## config.mk

```make
export PLATFORM = sky130hd
export DESIGN_NAME = lfsr_stream_ctrl
export DESIGN_NICKNAME = d
export VERILOG_FILES = /design/src/rtl/lfsr_stream_ctrl.sv
export SDC_FILE = /design/constraint.sdc
export NUM_CORES = 1
export LEC_CHECK = 0
export ABC_AREA = 1
export CAP_MARGIN = 20
export CORE_ASPECT_RATIO = 0.7
export CORE_MARGIN = 3
export CORE_UTILIZATION = 40
export CTS_CLUSTER_DIAMETER = 150
export DETAILED_ROUTE_END_ITERATION = 8
export PLACE_DENSITY = 0.63
export SYNTH_ARGS = -nofsm -noshare
export SYNTH_HDL_FRONTEND = slang
export SYNTH_SLANG_ARGS = --single-unit
```

## constraint.sdc

```tcl
create_clock -name clk -period 3.2 [get_ports clk]
set_input_delay 0.48 -clock clk [delete_from_list [all_inputs] [get_ports clk]]
set_output_delay 0.48 -clock clk [all_outputs]
set_load 0.02 [all_outputs]
```

## src/rtl/lfsr_stream_ctrl.sv

```systemverilog
// -----------------------------------------------------------------------------
// lfsr_stream_ctrl
//   Stream-cipher sequencer built around a 26-stage Fibonacci LFSR with taps at
//   stages 26, 8, 7 and 1. A non-zero seed is loaded and then WARMUP_CYCLES
//   steps are discarded. After that, each accepted plaintext byte is XORed with
//   8 freshly generated keystream bits. Bytes are handled one at a time:
//   accept, generate, deliver, then the block is ready for the next byte.
//
//   Stage numbering follows the usual 1..26 shift-register picture. Stage 1
//   takes the feedback and stage 26 is the output tap. Both the seed port and
//   the internal register list the stages from MSB to LSB:
//     bit 25 (MSB) = stage 1, ..., bit 0 (LSB) = stage 26.
//   A seed of 26'h0000001 therefore puts a single 1 in the output stage.
//
// Ports
//   clk, rst_n        clock; synchronous active-low reset
//   seed_valid, seed  one-cycle seed load strobe, accepted in any state
//   seed_err          one-cycle pulse after an all-zero seed is rejected
//   busy              high while in warm-up, generating, or holding output
//   s_valid/s_ready/s_data   plaintext byte input (valid/ready)
//   m_valid/m_ready/m_data   ciphertext byte output (valid/ready)
//   byte_cnt          bytes delivered since the last seed load (wraps)
// -----------------------------------------------------------------------------
module lfsr_stream_ctrl #(
  parameter int WARMUP_CYCLES = 64,
  parameter int CNT_W         = 16
) (
  input  logic             clk,
  input  logic             rst_n,
  input  logic             seed_valid,
  input  logic [25:0]      seed,
  output logic             seed_err,
  output logic             busy,
  input  logic             s_valid,
  output logic             s_ready,
  input  logic [7:0]       s_data,
  output logic             m_valid,
  input  logic             m_ready,
  output logic [7:0]       m_data,
  output logic [CNT_W-1:0] byte_cnt
);

  localparam int WCNT_W = (WARMUP_CYCLES > 0) ? $clog2(WARMUP_CYCLES + 1) : 1;

  typedef enum logic [2:0] {
    IDLE   = 3'd0,
    WARMUP = 3'd1,
    RUN    = 3'd2,
    GEN    = 3'd3,
    OUT    = 3'd4
  } state_t;

  state_t state, state_nxt;

  logic [25:0]       q;      // bit 25 = stage 1 ... bit 0 = stage 26
  logic [WCNT_W-1:0] wcnt;   // warm-up steps still to discard
  logic [2:0]        bcnt;   // keystream bits generated for the current byte
  logic [6:0]        ks;     // keystream bits collected so far, MSB first
  logic [7:0]        s_lat;  // plaintext byte being encrypted

  logic seed_zero;
  logic step;
  logic fb;
  logic ks_bit;

  assign seed_zero = (seed == '0);

  // Feedback from stages 26, 8, 7 and 1. The output bit is stage 26 before
  // the shift.
  assign fb     = q[0] ^ q[18] ^ q[19] ^ q[25];
  assign ks_bit = q[0];

  // The register advances only while warming up or generating. A seed strobe
  // in the same cycle takes over: a good seed reloads q, and a zero seed
  // freezes it.
  assign step = ((state == WARMUP) || (state == GEN)) && !seed_valid;

  // ---------------------------------------------------------------------------
  // FSM: state register
  // ---------------------------------------------------------------------------
  // NOTE: reset is synchronous, so it appears only inside the clocked branch
  // and the sensitivity list holds the clock alone.
  always_ff @(posedge clk) begin
    if (!rst_n) state <= IDLE;
    else        state <= state_nxt;
  end

  // ---------------------------------------------------------------------------
  // FSM: next-state logic
  // ---------------------------------------------------------------------------
  // NOTE: state_nxt gets its default before any branch. This keeps every path
  // assigned, so synthesis builds plain muxes and does not infer a latch.
  always_comb begin
    state_nxt = state;
    if (seed_valid) begin
      if (seed_zero)               state_nxt = IDLE;
      else if (WARMUP_CYCLES == 0) state_nxt = RUN;
      else                         state_nxt = WARMUP;
    end else begin
      case (state)
        WARMUP:  if (wcnt == WCNT_W'(1)) state_nxt = RUN;
        RUN:     if (s_valid)            state_nxt = GEN;
        GEN:     if (bcnt == 3'd7)       state_nxt = OUT;
        OUT:     if (m_ready)            state_nxt = RUN;
        default: state_nxt = state;
      endcase
    end
  end

  // ---------------------------------------------------------------------------
  // FSM: Moore outputs
  // ---------------------------------------------------------------------------
  always_comb begin
    s_ready = (state == RUN);
    busy    = (state == WARMUP) || (state == GEN) || (state == OUT);
  end

  // ---------------------------------------------------------------------------
  // Datapath: LFSR, counters, byte capture and output register
  // ---------------------------------------------------------------------------
  // NOTE: every clocked assignment is non-blocking. Each register then sees the
  // values from before the edge, no matter what order the statements are in.
  always_ff @(posedge clk) begin
    if (!rst_n) begin
      q        <= '0;
      wcnt     <= '0;
      bcnt     <= '0;
      ks       <= '0;
      s_lat    <= '0;
      m_valid  <= 1'b0;
      m_data   <= '0;
      seed_err <= 1'b0;
      byte_cnt <= '0;
    end else begin
      seed_err <= seed_valid && seed_zero;

      if (seed_valid) begin
        // Any byte in progress or waiting at the output is abandoned.
        m_valid <= 1'b0;
        bcnt    <= '0;
        if (!seed_zero) begin
          q        <= seed;
          wcnt     <= WCNT_W'(WARMUP_CYCLES);
          byte_cnt <= '0;
        end
      end else begin
        if (step) q <= {fb, q[25:1]};

        case (state)
          WARMUP: wcnt <= wcnt - WCNT_W'(1);
          RUN: begin
            if (s_valid) begin
              s_lat <= s_data;
              bcnt  <= '0;
            end
          end
          GEN: begin
            ks   <= {ks[5:0], ks_bit};
            bcnt <= bcnt + 3'd1;
            if (bcnt == 3'd7) begin
              m_data  <= s_lat ^ {ks, ks_bit};
              m_valid <= 1'b1;
            end
          end
          OUT: begin
            if (m_ready) begin
              m_valid  <= 1'b0;
              byte_cnt <= byte_cnt + CNT_W'(1);
            end
          end
          default: ;
        endcase
      end
    end
  end

endmodule

```

==> results of run 1 <==
sequential cells by signal (all words and copies together), names as in the netlist:
register / count
state: 3
q: 26
wcnt: 7
ks: 7
byte_cnt: 16
m_valid: 1
m_data: 8
s_lat: 8
bcnt: 3
seed_err: 1
layout by cell type, fill, tap and decap left out:
cell type,instances
a21oi_1,52
a21oi_2,10
a31oi_1,1
and2_1,1
buf_12,1
buf_2,1
buf_4,6
bufinv_16,2
clkbuf_16,9
clkdlybuf4s50_1,65
clkinv_2,2
clkinv_4,3
dfxtp_1,80
ha_1,5
inv_1,64
inv_2,2
nand2_1,148
nand2_2,3
nand3_1,56
nand3_2,13
nand4_1,8
nor2_1,109
nor2_2,1
nor2_4,1
nor3_1,4
nor3_2,1
nor3b_1,1
nor4_1,1
o21ai_0,48
o21bai_1,3
xnor2_1,4
xor2_1,13
worst max-delay path: cells and delay by family (launching register included):
| kind | cells | cell delay, ns |
|---|---|---|
| buf+inv | 3 | 0.88 |
| flops | 1 | 0.32 |
| simple gates | 1 | 0.20 |
layout make-up:
cell class,count,area [sq um],share of cell area (%)
clock buffer,9,225.2,4.158
clock inverter,7,96.34,1.779
inverter,66,247.7,4.574
multi-input combinational,483,2340,43.20
sequential,80,1602,29.57
tap,148,185.2,3.419
timing repair buffer,73,720.7,13.31
metrics by stage:
step | setup WS [ns] | util (%) | cells
6_report | 0.9873 | 51.53 | 866
5_1_grt | 0.8587 | 51.53 | 866
4_1_cts | 0.9688 | 51.53 | 866
3_5_place_dp | 0.6862 | 48.47 | 850
3_3_place_gp | 0.7700 | 48.47 | 850
2_1_floorplan | 1.649 | - | 662
logic make-up after synthesis:
family,synth area share (%)
AO/OA/AOI/OAI,14.10
adder cells (fa/ha/maj),1.430
buffers and inverters,10.01
XOR/XNOR,3.404
flip-flops,36.61
AND/OR/NAND/NOR,34.44
power by group:
part           total (uW)  internal (uW)  switching [uW]  leakage, uW
combinational         369            151             219      0.00140
clock                1100            684             413     0.000159
sequential           1070           1050            27.7     0.000652
total                2540           1880             659      0.00221
path summary, 6_finish.rpt:
check	slack (ns)	to	depth (start not counted)
worst min register to register	0.46	m_data[6]$_SDFFE_PN0P_	2
worst max register to register	1.48	byte_cnt[3]$_SDFFE_PN0P_	7
worst min-delay path	0.46	m_data[6]$_SDFFE_PN0P_	2
worst max-delay path	0.99	s_ready	4
layer usage:
| metal | routed length (um) | part of all wire [%] | global-route usage [%] | vias up |
|---|---|---|---|---|
| met1 | 5513 | 52 | 26.43 | 1885 |
| met3 | 572 | 5.4 | 3.938 | 9 |
| met2 | 4415 | 42 | 25.59 | 105 |
| li1 | - | - | - | 2224 |
| met5 | 0 | 0 | 0 | - |
| met4 | 78 | 0.74 | 4.795 | 0 |
==> results.yml, run 1 <==
power_and_ir_drop:
  p_leak_uw: 0.002214
  powerDensity_mw_per_mm2: 468.8
  ir_worst_vdd_v: 0.0002692
  power_uw: 2539
sta:
  maxSlewHeadroom_pct: 54.99
  fmax_mhz: 451.9
  fin_skew_ns: 0.005391
  period_minus_slack_ns: 2.213
  tns_ns: 0
  slew_viol_final: 0
  setup_viol: 0
  final_hold_viol_count: 0
  tightest_slew_ns: 0.6752
  fin_crit_sh_pct: 69.15
  whs_ns: 0.4627
  rsz0062_at_grt: "false"
layout:
  final_layout_size_suffix_gt1_share_pct: 7.660
  area_growth_pct: 23.83
  antenna_cells: 0
  n_fill_cell: 1041
  final_cell_area_sq_mm: 0.005416
  num-nets-final: 757
hold_path:
  hp-start: "m_data[6]$_SDFFE_PN0P_"
  hold_path_class: "register to register"
drt:
  wire_per_inst_um: 12.22
  drc: 0
  routed_wl_mm: 10.58
  dr_total_vias: 4223
  drt_first_pass_iters: 5
  viasPerCell: 4.876
  postRouteAntennaNets: 0
  drt_iter0_drc: 292
clocking:
  cts_made_buffers: 9
  ctsRootBufferMaster: "clkbuf_16"
  cts_setup_buffers: 0
  cts_tree: "built"
  clkTransAtPathRegs_ns: 0.06
  cts.repair.resized: 0
  htreeDepth: 3
  clock_latency_ns: 0.34
  cts.sinks: 80
  clockBufferDepth: 2
  holdBufCountCts: 0
synth:
  synth-main-ff-cell: "dfxtp_1"
  syn-cell-area_sq_mm: 0.004374
  ys_warn_count: 0
  synthDistinctLibCells: 28
  ys_ff_latch: 80
  synth_edf_count: 0
  yosys.area.top_type: "dfxtp_1"
  syn_area_per_cell_sq_um: 6.608
  yosysTopAreaCellShare_pct: 36.61
  syn_nets: 706
  synthCells: 662
  synth_area_leaders: "dfxtp_1 37%, nand2_1 13%, nor2_1 9.4%, nand3_1 6.5%, a21oi_1 5.9%"
  yosys-top-cells-count: "148 x nand2_1, 109 x nor2_1, 80 x dfxtp_1"
  seq_area_frac_synth_pct: 36.61
  async_flop_share_pct: 0
  yosys.cell_count.top_type: "nand2_1"
global_route:
  grt_max_degree: 53
  grt_pass1_vias: 3876
  grt_pass1_wl_mm: 17.86
  antenna_found_initial: 0
  grt.overflow.total: 0
  track_usage_pct: 17.76
floorplan:
  dieArea_sq_mm: 0.01225
  rows: 31
  pin_count: 67
  die_w_um: 131.0
  die_y_um: 93.49
  core_area_sq_mm: 0.01051
  start_util_pct: 41.61
setup_path:
  path_class: "register to primary output"
  critPathMaxStageDelay_ns: 0.61
  cpMostUsedCell: "inv_1"
  critPathRequiredTime_ns: 2.72
  crit_chain: "inv_1 -> nand3_1 -> inv_1 -> clkdlybuf4s50_1"
  critical_path_arrival_ns: 1.73
  critPathMaxFanout: 5
  reg2reg_from: "state[0]$_SDFFE_PN0P_"
  end_kind: "primary output"
  critPathLaunchType: "register"
  cp-startpoint: "state[2]$_SDFFE_PN0P_"
  cp_slowest_cell: "clkdlybuf4s50_1"
placement:
  post-dp-hpwl_mm: 7.345
  place_area_sq_mm: 0.005095
  io_buffers: 66
  gp_congestion: 0.8328
job:
  drv_cap: 0
status:
  outcome: "complete, no violations"
Note: power is estimated with default switching activity, not from simulation.
==> run 2, diff against run 1 <==
--- a/config.mk
+++ b/config.mk
@@ -12,7 +12,7 @@
 export CORE_UTILIZATION = 40
 export CTS_CLUSTER_DIAMETER = 150
 export DETAILED_ROUTE_END_ITERATION = 8
-export PLACE_DENSITY = 0.63
+export PLACE_DENSITY = 0.66
 export SYNTH_ARGS = -nofsm -noshare
 export SYNTH_HDL_FRONTEND = slang
 export SYNTH_SLANG_ARGS = --single-unit
==> constraint.sdc (replaced) <==
create_clock -name clk -period 1.8 [get_ports clk]
set_input_delay 0.27 -clock clk [delete_from_list [all_inputs] [get_ports clk]]
set_output_delay 0.27 -clock clk [all_outputs]
set_load 0.02 [all_outputs]
==> run 2 against run 1 <==
Net effect:
- sequential power up 79%
- count of clock-buffer cells in the layout rose by 2
- via count rose by 0.81%
- sequential share of layout area shrank 1.0 points
- highest routed layer unchanged
- combinational power increased by 87%
- non-clock buffer count grew 21
- power increased by 81%
- flip-flop and latch count stayed put
- core utilization rose by 1.9 points
- global-route usage up 0.36 points
==> results.yml, run 2 (synthesized netlist as in run 1, its figures left out) <==
setup_path:
  crit_family: "buffers and inverters"
  cp-startpoint: "byte_cnt[10]$_SDFFE_PN0P_"
  critPathLaunchType: "register"
  reg2reg_from: "byte_cnt[0]$_SDFFE_PN0P_"
  cp_slowest_cell: "clkdlybuf4s50_1"
  end_kind: "primary output"
  critical_path_arrival_ns: 1.46
  critPathMaxStageDelay_ns: 0.66
  critPathMaxFanout: 6
  crit_buf_inv: 1
  crit_chain: "clkdlybuf4s50_1"
  critPathRequiredTime_ns: 1.53
  path_class: "register to primary output"
power_and_ir_drop:
  pwr-share-clk_pct: 43.5
  p_sw_uw: 1162
  ir_worst_vdd_v: 0.0004946
  powerDensity_mw_per_mm2: 819.6
  swShare_pct: 25.25
  seqPwrFrac_pct: 41.5
  combPwrFrac_pct: 15.0
  p_int_uw: 3441
  p_leak_uw: 0.002334
drt:
  postRouteAntennaNets: 0
  dr_total_vias: 4257
  drt_iter0_drc: 266
  viasPerCell: 4.799
  drt_first_pass_iters: 4
  routed_wl_mm: 10.71
  wire_per_inst_um: 12.08
  drc: 0
clocking:
  cts_tree: "built"
  clock_latency_ns: 0.34
  htreeDepth: 3
  clockBufferDepth: 2
  ctsRootBufferMaster: "clkbuf_16"
  holdBufCountCts: 0
  cts_made_buffers: 9
  cts_setup_buffers: 0
  cts.sinks: 80
  clkTransAtPathRegs_ns: 0.06
hold_path:
  hp-start: "m_data[4]$_SDFFE_PN0P_"
  hold_path_class: "register to register"
placement:
  place_area_sq_mm: 0.005278
  gp_congestion: 0.7916
  place_ws_ns: -0.1901
  post-dp-hpwl_mm: 7.444
  io_buffers: 66
  placed_cells: 871
sta:
  maxSlewHeadroom_pct: 75.22
  final_hold_viol_count: 0
  setup_viol: 0
  tns_ns: 0
  fin_skew_ns: 0.006206
  rsz0062_at_grt: "true"
  period_minus_slack_ns: 1.726
  fmax_mhz: 579.4
  slew_viol_final: 0
  tightest_slew_ns: 0.3717
  fin_crit_sh_pct: 95.89
  setup_slack_ns: 0.07403
layout:
  fin_cells: 887
  antenna_cells: 0
  final_layout_size_suffix_gt1_share_pct: 10.55
  num-nets-final: 778
  mostFrequentLayoutCells: "148 x nand2_1, 109 x nor2_1, 79 x dfxtp_1"
  largest_register_ffs: 26
  final_core_util_pct: 53.43
  top_register: "q"
  layout_commonest_cell: "nand2_1"
  reg_top3: "q (26), byte_cnt (16)"
  final_cell_area_sq_mm: 0.005617
  area_growth_pct: 28.40
global_route:
  track_usage_pct: 18.12
  use_met2_pct: 26.77
  antenna_found_initial: 0
  grt.overflow.total: 0
  grt_pass1_wl_mm: 18.04
  grt_max_degree: 53
  grt_use_met1_pct: 25.93
  grt_pass1_vias: 3885
  busiest_layer: "met2"
  use_met3_pct: 4.395
floorplan:
  start_util_pct: 41.61
  pin_count: 67
  rows: 31
  core_area_sq_mm: 0.01051
  die_w_um: 131.0
  dieArea_sq_mm: 0.01225
  die_y_um: 93.49
status:
  outcome: "complete, no violations"
job:
  drv_cap: 0
[run 2: cell count changes in the layout (fill, tap and decap cells not counted), moves of 2 or more]
| cell | delta |
|---|---|
| clkbuf_8 | +2 |
| buf_12 | +2 |
| clkinv_4 | -2 |
| buf_4 | +19 |
| clkdlybuf4s50_1 | -2 |
[run 2: path summary, 6_finish.rpt]
kind | cells after the start | to | slack [ns]
worst min register to register | 2 | m_data[4]$_SDFFE_PN0P_ | 0.46
worst max register to register | 9 | byte_cnt[14]$_SDFFE_PN0P_ | 0.19
worst max-delay path | 1 | byte_cnt[10] | 0.07
worst min-delay path | 2 | m_data[4]$_SDFFE_PN0P_ | 0.46
[run 2: through the flow]
step / hold WS [ns] / total power, uW
global route: 0.4876 / 4839
global placement: 0.4480 / 2621
CTS: 0.4596 / 4662
finish: 0.4647 / 4604
floorplan: 0.4321 / 2406
detailed placement: 0.4523 / 2637
[run 2: power groups by stage]
stage                     Combinational (uW)  Clock, uW  Sequential, uW
final                                    691       2000            1910
after global routing                     795       2120            1920
after CTS                                690       2060            1910
after detailed placement                 689          0            1950
after global placement                   677          0            1940
after floorplan                          471          0            1940
[run 2: layout make-up]
| class | count | area (sq um) |
|---|---|---|
| Fill cell | 1023 | 4895 |
| Multi-Input combinational cell | 483 | 2347 |
| Sequential cell | 80 | 1603 |
| Timing Repair Buffer | 94 | 902.1 |
| Clock buffer | 11 | 252.7 |
| Inverter | 66 | 247.7 |
| Tap cell | 148 | 185.2 |
| Clock inverter | 5 | 78.83 |
[run 2: routing by layer]
metal / routed length, um / vias to the layer above
li1: - / 2268
met4: 44 / 0
met2: 4536 / 84
met1: 5578 / 1901
met5: 0 / -
met3: 553 / 4
[run 2: repair_timing]
item / in CTS / in global routing
gates cloned: 0 / 0
gates resized for setup: 2 / 4
endpoints found under the setup margin: 2 / 20
pin swaps: 0 / 0
[run 2: worst reg2reg max path, stage by stage, from the launching register on]
cell,delay (ns)
dfxtp_1,0.42
ha_2,0.28
nand3_2,0.14
nor2_1,0.22
nand3_1,0.10
nand2_1,0.07
nand2_1,0.05
nor2_1,0.08
nand2_1,0.06
a21oi_1,0.12
==> run 3, diff against run 2 <==
--- a/config.mk
+++ b/config.mk
@@ -13,6 +13,7 @@
 export CTS_CLUSTER_DIAMETER = 150
 export DETAILED_ROUTE_END_ITERATION = 8
 export PLACE_DENSITY = 0.66
+export SKIP_CTS_REPAIR_TIMING = 1
 export SYNTH_ARGS = -nofsm -noshare
 export SYNTH_HDL_FRONTEND = slang
 export SYNTH_SLANG_ARGS = --single-unit
==> run 3 against run 2 <==
Net effect:
- combinational power is essentially flat
- critical path type unchanged
- critical path depth is the same
- worst setup slack is essentially flat
- critical endpoint unchanged
- die area is the same
- global-route usage is essentially flat
- core utilization grew 0.060 points
- hold slack is essentially flat
- via count shrank 0.23%
- clock skew is essentially flat
- final cell count is the same
- clock power is essentially flat
- register-to-register slack is essentially flat
==> results.yml, run 3 (synthesized netlist as in run 1, its figures left out) <==
sta:
  setup_slack_ns: 0.07412
  final_hold_viol_count: 0
  slew_viol_final: 0
  fmax_mhz: 579.4
  period_minus_slack_ns: 1.726
  tightest_slew_ns: 0.3638
  fin_crit_sh_pct: 95.88
  tns_ns: 0
  setup_viol: 0
  rsz0062_at_grt: "true"
  maxSlewHeadroom_pct: 75.75
  fin_skew_ns: 0.006184
floorplan:
  rows: 31
  core_area_sq_mm: 0.01051
  pin_count: 67
  die_y_um: 93.49
  die_w_um: 131.0
  start_util_pct: 41.61
  dieArea_sq_mm: 0.01225
placement:
  placed_cells: 871
  place_ws_ns: -0.1901
  io_buffers: 66
  post-dp-hpwl_mm: 7.444
  place_area_sq_mm: 0.005278
  gp_congestion: 0.7916
layout:
  multi_input_area_sq_mm: 0.002347
  final_cell_area_sq_mm: 0.005623
  layout_commonest_cell: "nand2_1"
  final_layout_size_suffix_gt1_share_pct: 10.55
  largest_register_ffs: 26
  num-nets-final: 778
  final_core_util_pct: 53.49
  mostFrequentLayoutCells: "148 x nand2_1, 109 x nor2_1, 79 x dfxtp_1"
  reg_top3: "q (26), byte_cnt (16)"
  antenna_cells: 0
  top_register: "q"
  regArea_sq_mm: 0.001603
  area_growth_pct: 28.55
  fin_cells: 887
  n_fill_cell: 1025
setup_path:
  critPathRequiredTime_ns: 1.53
  rrSetupSlack_ns: 0.19
  cp_slowest_cell: "clkdlybuf4s50_1"
  crit_buf_inv: 1
  worstRegToRegCells: 9
  crit_family: "buffers and inverters"
  critical_path_arrival_ns: 1.46
  end_kind: "primary output"
  critPathLaunchType: "register"
  critPathMaxFanout: 6
  critPathMaxStageDelay_ns: 0.66
  crit_chain: "clkdlybuf4s50_1"
  crit_cells: 1
  path_class: "register to primary output"
clocking:
  ctsRootBufferMaster: "clkbuf_16"
  clockBufferDepth: 2
  clkTransAtPathRegs_ns: 0.06
  cts.sinks: 80
  htreeDepth: 3
  clock_latency_ns: 0.34
  cts_made_buffers: 9
  cts_tree: "built"
power_and_ir_drop:
  powerDensity_mw_per_mm2: 818.8
  ir_worst_vdd_v: 0.0004938
  p_leak_uw: 0.002360
hold_path:
  hold_path_class: "register to register"
  whs_path_depth: 2
status:
  outcome: "complete, no violations"
global_route:
  grt_pass1_vias: 3891
  grt_pass1_wl_mm: 18.05
  track_usage_pct: 18.13
  grt_max_degree: 53
  grt.overflow.total: 0
  antenna_found_initial: 0
drt:
  drc: 0
  viasPerCell: 4.788
  drt_iter0_drc: 304
  drt_first_pass_iters: 4
  routed_wl_mm: 10.69
  postRouteAntennaNets: 0
  dr_total_vias: 4247
  wire_per_inst_um: 12.05
job:
  drv_cap: 0
-- run 3: area by class of cell --
type / count / area share, %
sequential: 80 / 28.50
clock buffer: 11 / 4.495
tap: 148 / 3.293
multi-input combinational: 483 / 41.74
clock inverter: 5 / 1.402
inverter: 66 / 4.406
timing repair buffer: 94 / 16.15
-- run 3: power breakdown --
part	internal (uW)	switching (uW)
registers	1860	50.1
logic	298	395
clock network	1290	715
total	3440	1160
-- run 3: path summary, 6_finish.rpt --
path                                             endpoint                 startpoint
worst max-delay path                         byte_cnt[10]  byte_cnt[10]$_SDFFE_PN0P_
worst min-delay path               m_data[4]$_SDFFE_PN0P_     m_data[4]$_SDFFE_PN0P_
worst max register to register  byte_cnt[14]$_SDFFE_PN0P_   byte_cnt[0]$_SDFFE_PN0P_
worst min register to register     m_data[4]$_SDFFE_PN0P_     m_data[4]$_SDFFE_PN0P_
-- run 3: stage by stage --
stage	hold WS, ns	total power, uW
2_1_floorplan	0.4321	2406
3_3_place_gp	0.4480	2621
3_5_place_dp	0.4523	2637
4_1_cts	0.4596	4667
5_1_grt	0.4876	4842
6_report	0.4647	4604
-- run 3: per-layer routing --
| metal | routed length, um | global-route usage [%] | vias up |
|---|---|---|---|
| met3 | 560 | 4.395 | 4 |
| met1 | 5585 | 25.96 | 1890 |
| li1 | - | - | 2264 |
| met5 | 0 | 0 | - |
| met4 | 46 | 5.479 | 0 |
| met2 | 4499 | 26.77 | 89 |
